==> config.mk <==
export PLATFORM = sky130hd
export DESIGN_NAME = fetch_ctrl
export DESIGN_NICKNAME = d
export VERILOG_FILES = /design/src/rtl/fetch_ctrl.sv
export SDC_FILE = /design/constraint.sdc
export NUM_CORES = 1
export LEC_CHECK = 0
export ABC_AREA = 1
export BUFFER_PORTS_ARGS = -buffer_cell sky130_fd_sc_hd__buf_4
export CAP_MARGIN = 5
export CORE_ASPECT_RATIO = 0.7
export CORE_UTILIZATION = 49
export CTS_BUF_LIST = sky130_fd_sc_hd__clkbuf_4 sky130_fd_sc_hd__clkbuf_8
export DETAILED_ROUTE_END_ITERATION = 10
export PLACE_DENSITY = 0.79
export SLEW_MARGIN = 15
export SYNTH_ARGS = -nofsm -noshare
export SYNTH_HDL_FRONTEND = slang
export SYNTH_SLANG_ARGS = --single-unit
==> constraint.sdc <==
create_clock -name clk -period 1.5 [get_ports clk]
set_input_delay 0.15 -clock clk [delete_from_list [all_inputs] [get_ports clk]]
set_output_delay 0.15 -clock clk [all_outputs]
set_load 0.01 [all_outputs]
==> src/rtl/fetch_ctrl.sv <==
// fetch_ctrl: owns the fetch PC and issues one instruction-memory read at a time.
// It captures each returned word with its PC and offers the pair to the decode
// stage and instruction queue. Redirects retarget the PC and discard any stale
// in-flight response.
//
// Ports:
//   clk, rst_n          clock, asynchronous active-low reset
//   imem_addr/rmask     read request (rmask 4'hf while a request is outstanding)
//   imem_rdata/resp     returned word, one-cycle response strobe
//   inst_valid/rdata/pc instruction held for the decoder
//   inst_push           instruction accepted by the queue this cycle
//   iq_full             queue cannot accept
//   redirect_valid/pc   one-cycle redirect request and target
//   push_count          number of accepted instructions (wraps)
module fetch_ctrl #(
    parameter logic [31:0] RESET_PC = 32'h1eceb000,
    parameter int unsigned CNT_W    = 32
) (
    input  logic             clk,
    input  logic             rst_n,
    output logic [31:0]      imem_addr,
    output logic [3:0]       imem_rmask,
    input  logic [31:0]      imem_rdata,
    input  logic             imem_resp,
    output logic             inst_valid,
    output logic [31:0]      inst_rdata,
    output logic [31:0]      inst_pc,
    output logic             inst_push,
    input  logic             iq_full,
    input  logic             redirect_valid,
    input  logic [31:0]      redirect_pc,
    output logic [CNT_W-1:0] push_count
);

    typedef enum logic [1:0] {
        S_WAIT  = 2'd0,
        S_PUSH  = 2'd1,
        S_FLUSH = 2'd2
    } state_t;

    state_t            state, state_n;
    logic [31:0]       pc, pc_n;
    logic              run;
    logic              valid_n;
    logic [31:0]       rdata_n, ipc_n;
    logic [CNT_W-1:0]  count_n;
    logic [31:0]       target;

    // Redirect targets are always word aligned.
    assign target     = {redirect_pc[31:2], 2'b00};
    assign imem_addr  = {pc[31:2], 2'b00};
    // run keeps the request low while in reset; it rises on the first edge after release.
    assign imem_rmask = (state == S_WAIT && run) ? 4'hf : 4'h0;
    assign inst_push  = inst_valid & ~iq_full & ~redirect_valid;

    // State and datapath registers.
    always_ff @(posedge clk or negedge rst_n) begin
        if (!rst_n) begin
            state      <= S_WAIT;
            pc         <= RESET_PC;
            run        <= 1'b0;
            inst_valid <= 1'b0;
            inst_rdata <= '0;
            inst_pc    <= '0;
            push_count <= '0;
        end else begin
            state      <= state_n;
            pc         <= pc_n;
            run        <= 1'b1;
            inst_valid <= valid_n;
            inst_rdata <= rdata_n;
            inst_pc    <= ipc_n;
            push_count <= count_n;
        end
    end

    // Next-state logic; redirect wins over capture and push everywhere.
    always_comb begin
        state_n = state;
        pc_n    = pc;
        valid_n = inst_valid;
        rdata_n = inst_rdata;
        ipc_n   = inst_pc;
        count_n = push_count;
        unique case (state)
            S_WAIT: begin
                if (redirect_valid) begin
                    pc_n    = target;
                    // A response arriving with the redirect is dropped; reissue next cycle.
                    state_n = imem_resp ? S_WAIT : S_FLUSH;
                end else if (imem_resp) begin
                    rdata_n = imem_rdata;
                    ipc_n   = pc;
                    valid_n = 1'b1;
                    pc_n    = pc + 32'(4);
                    state_n = S_PUSH;
                end
            end
            S_PUSH: begin
                if (redirect_valid) begin
                    valid_n = 1'b0;
                    pc_n    = target;
                    state_n = S_WAIT;
                end else if (!iq_full) begin
                    valid_n = 1'b0;
                    count_n = push_count + CNT_W'(1);
                    state_n = S_WAIT;
                end
            end
            S_FLUSH: begin
                if (redirect_valid) pc_n = target;
                if (imem_resp)      state_n = S_WAIT;
            end
            default: state_n = S_WAIT;
        endcase
    end

    a_no_resp_in_push: assert property (@(posedge clk) disable iff (!rst_n)
        (state == S_PUSH) |-> !imem_resp);

    a_hold_stable: assert property (@(posedge clk) disable iff (!rst_n)
        (inst_valid && !inst_push && !redirect_valid) |=> ($stable(inst_rdata) && $stable(inst_pc)));

    a_rmask_idle: assert property (@(posedge clk) disable iff (!rst_n)
        (state != S_WAIT) |-> (imem_rmask == 4'h0));

endmodule

======== Word-level counts from Yosys, hierarchy flattened ========
Cells that the tools add are included.
Widths: inputs -> output; s select.
cells by class
  reductions and logical operators ........ 10
  muxes and demuxes ....................... 17
  add/subtract/negate cells ............... 2
  bitwise logic cells ..................... 4
  equal/unequal tests ..................... 8
operators by type and width
  operator               number
  $mux 32                3
  $pmux 32 s2            1
  $add 32x1->32 const B  1
  $add 32x3->32 const B  1
  $mux 2                 6
  $reduce_and 3->1       4
  $ne 2x2->1 const B     3
  $ne 3x3->1 const B     2
  $pmux 2 s3             1
  $mux 1                 4
  $mux 4                 1
  $reduce_and 4->1       1
  $reduce_bool 2->1      2
  $and 1x1->1            2
  $eq 2x1->1 const B     1
  $eq 2x2->1 const B     1
  $logic_not 2->1        1
  $ne 2x1->1 const B     1
  $not 1->1              2
  $pmux 1 s2             1
  $reduce_or 2->1        1
  $logic_and 1x1->1      1
word-level totals
  output and inout bits ................... 134
  bits in registers ....................... 132

======== Depth between registers and ports, before layout ========
  depth in word-level cells ............... 4
  gate-level depth with buffers ........... 10

======== Least setup slack after synthesis ========
No wires, ideal clock.
  path type ............................... register to register
  from .................................... register state[0]
  to ...................................... register pc[24]
  stages on the path, launching flop included .. 9
  setup time .............................. 0.116 ns
  setup slack ............................. -0.039 ns
  path buffers ............................ 2
  clock period less this slack ............ 1.539 ns
  arrival ................................. 1.422 ns
  cells stage by stage .................... dfrtp_1 inv_1 ha_1 o21ai_2 o21ai_2 buf_2 buf_2 nand2_1 nand2_1
on the way
  word-level cells in the longest chain between the ends .. 4
  elaborated cells on any way between the ends .. 9
RTL lines
  item                                                              line  text
  start, declared                                                   41    state_t state, state_n;
  start signal, assigned                                            67    state <= state_n;
  $eq 2x2->1 or $eq 2x1->1 (tied branches)                          85    unique case (state)
  $reduce_or 2->1 (no source line)                                  -
  $ne 2x1->1 (no source line) or $reduce_bool 2->1 (tied branches)  -
  $reduce_and 3->1 (no source line)                                 -
  end signal, assigned                                              68    pc <= pc_n;
  end, declared                                                     42    logic [31:0] pc, pc_n;
Parallel ways exist; a longest one is shown, timed or not.
A chain may end at the register's enable or synchronous reset.

======== Worst setup path after layout ========
  from .................................... register state[1]
  to ...................................... register inst_rdata[27]
on the way
  word-level cells in the longest chain between the ends .. 2
RTL lines
  item                               line  text
  $logic_not 2->1                    85
  $reduce_and 3->1 (no source line)  -
  end signal, assigned               71    inst_rdata <= rdata_n;
  end, declared                      26    output logic [31:0] inst_rdata,
No other way between the ends.

==> impl_results.md <==
- Status: finished, violations left
- Failing checks: setup timing
- Layer with the highest usage: met2
- Pre-antenna DRT Iters: 6
- Vias in the first global route: 6685
- Gpl congestion: around 0.94
- DRT iter0 DRCs: 551
- Number of synthesized flops with an enable pin: 0
- Cell taking the most area after synthesis: dfrtp_1
- Root Buffer: clkbuf_8
- M1 GR Usage: 0.436
- Final net count: 1267
- Final Core Density: 0.794
- Worst Path Max Fanout: 5
- Post-synthesis cell area: 6850 um^2
- Worst Skew: roughly 13 ps
- Total core area: 13400 um^2
- Wire per inst: 16.6 um
- # fillers: between 900 and 1000
- Post-Syn Instances: 862
- Initial antenna violation count: 0
- Critical path endpoint category: register
- Final Critical Period: 1620 ps
- Most frequent cells in the layout: 275 x nand2_1, 264 x buf_4, 110 x dfrtp_1
- Num rows: 35
- Leak pwr: 5.24 nW
- Async set-reset flop share out of synthesis: 1.00
- Dpl cells: around 1300
- Final setup margin: -122 ps
- Max frequency: 0.616 GHz
- Post-detailed-route count of antenna-violating nets: 0
- Power per cell area: between 1500 and 2000 nW/um^2
- TritonCTS clock tree: yes
- RSZ-0062 raised after global routing: yes
- TritonCTS Buffers: 17
- Largest net degree at the start of global routing: 83
- Avg Cell Area, Syn: 7.94 um^2
- Total grt overflow: 0
- Distinct cells, synth: 39
- Clk buf depth: 2
- DR vias: 7182
- Clk_lat worst skew: 440 ps
- Die ar.: between 10000 and 15000 um^2
- Post-DP HPWL: 15700 um
- CTS sink count: 128
- Clock Pin Slew Worst Setup and Hold Paths: 80 ps
- Die Ht: 101 um
- GRT Util Overall: 0.313
- DRC: 0
- Initial Util: 0.511
- H-tree Lvls: 4
- Ranking of synthesized cells by area: dfrtp_1 42%, nand2_1 16%, nor2_1 6.4%
- Kind of critical path: reg2reg
- Max rail drop VDD: approximately 1.2 mV
- Post-route clock period utilization: 1.08
- Die extent in x: 143 um
- #FFs+latches synth: around 130
- Worst setup SP type: register
- I/O pins: approximately 200
- Pins over their slew limit: 0
- M2 GR Usage: 0.477
- Critical Path RT: roughly 1800 ps
- Cell Count, Final, Fillers Out: 1391
- Seq/Total Area, Yosys: 0.470
- Final setup viols: 88
- Share of layout cells above drive strength 1: 0.412
- Arrival time worst endpoint: 1950 ps
- WL final: 23100 um
- Via density: 5.16
- Syn. warnings: 0
- Area grow syn2layout: 55.4%
- First-pass GRT wire length: approximately 34000 um
- Top FF cell, synth: dfrtp_1
- Post-synth top area share: 0.424
- Final hold viol count: 0
- Port-buffer cells: around 200
- HP Class: in2reg
- Max-Cap Viols: 0
- Most common cell after layout, fill and taps aside: nand2_1
- GR Layer Usage met3: 0.0941
- Number of antenna diodes: 0
## path summary, 6_finish.rpt
kind | startpoint | end | slack (ps) | depth (start not counted)
min reg2reg | inst_pc[26] | inst_pc[26] | 490 | 2
min in group asynchronous | rst_n | push_count[28] | 240 | 3
max | state[1] | inst_rdata[27] | -120 | 7
max reg2reg | state[1] | inst_rdata[27] | -120 | 7
min | redirect_pc[8] | pc[8] | 7 | 3
max in group asynchronous | rst_n | pc[25] | 820 | 3
## routing by layer
| layer | vias up | share of wire | wire (um) |
|---|---|---|---|
| met5 | - | 0 | 0 |
| met2 | 369 | 0.44 | 10200 |
| met4 | 0 | 0.018 | 423 |
| met1 | 3372 | 0.43 | 9900 |
| li1 | 3406 | - | - |
| met3 | 35 | 0.11 | 2560 |
## per-stage QoR
| stage | area, um^2 | hold slack, ps | setup slack, ps | TNS [ps] | total power [mW] |
|---|---|---|---|---|---|
| floorplan | 6870 | -146 | -19.7 | -19.7 | 10.2 |
| global placement | 9090 | 164 | -70.5 | -462 | 14.6 |
| detailed placement | 9090 | 168 | -148 | -1620 | 14.9 |
| CTS | 10000 | 3.58 | -48.9 | -960 | 18.7 |
| global route | 10600 | 25.1 | -197 | -13210 | 21.2 |
| finish | 10600 | 6.73 | -122 | -5350 | 20.0 |
## what timing repair did
item | 4_1_cts | 5_1_grt
hold buffers | 34 | 2
resized for setup | 47 | 107
cloned | 1 | 7
pin swaps | 8 | 32
endpoints found under the setup margin | 47 | 120
buffers inserted | 5 | 12
hold endpoints to repair | 155 | 2
## cell usage after synthesis, drive strengths merged, types with 2 or more instances
master	number
nand2	294
nor2	131
dfrtp	116
inv	74
o21ai	63
nand3	47
mux2	34
buf	24
dfstp	12
nand3b	10
xor2	10
xnor2	9
a21oi	6
clkbuf	5
ha	5
nand4	5
a22oi	4
o22ai	3
and2	2
conb	2
nor3	2
## layout make-up
type / instances / area [um^2] / share of cell area
Clock buffer: 19 / 249 / 0.0234
Timing Repair Buffer: 338 / 2940 / 0.276
Multi-Input combinational cell: 634 / 3530 / 0.332
Inverter: 74 / 293 / 0.0275
Tap cell: 185 / 231 / 0.0218
Clock inverter: 13 / 165 / 0.0155
Sequential cell: 128 / 3230 / 0.303
## sequential cells by signal, indices dropped and copies added, names as in the netlist
| register | count |
|---|---|
| inst_valid | 1 |
| inst_rdata | 32 |
| run | 1 |
| push_count | 32 |
| pc | 30 |
| state | 2 |
| inst_pc | 30 |
## worst max-delay path, cell delays in order (launching register included)
cell and delay, ps:
dfrtp_1 400, inv_2 100, ha_4 180, buf_12 110
nand3_4 110, buf_12 170, clkbuf_16 150, mux2_4 290
## power by group
part	total [mW]	leakage (nW)	switching, mW	internal [mW]
logic	10.8	3.47	5.51	5.27
registers	6.08	1.56	1.12	4.96
clock network	3.18	0.211	1.49	1.69
## kinds of logic after synthesis
family,count (synthesis),synth area share
AND/OR/NAND/NOR,494,0.314
adder cells (fa/ha/maj),5,0.00914
AO/OA/AOI/OAI,77,0.0596
flip-flops,128,0.470
XOR/XNOR,19,0.0243
buffers and inverters,103,0.0656
other,2,0.00110
multiplexers,34,0.0559
No activity file was read; power rests on OpenSTA's default activity.
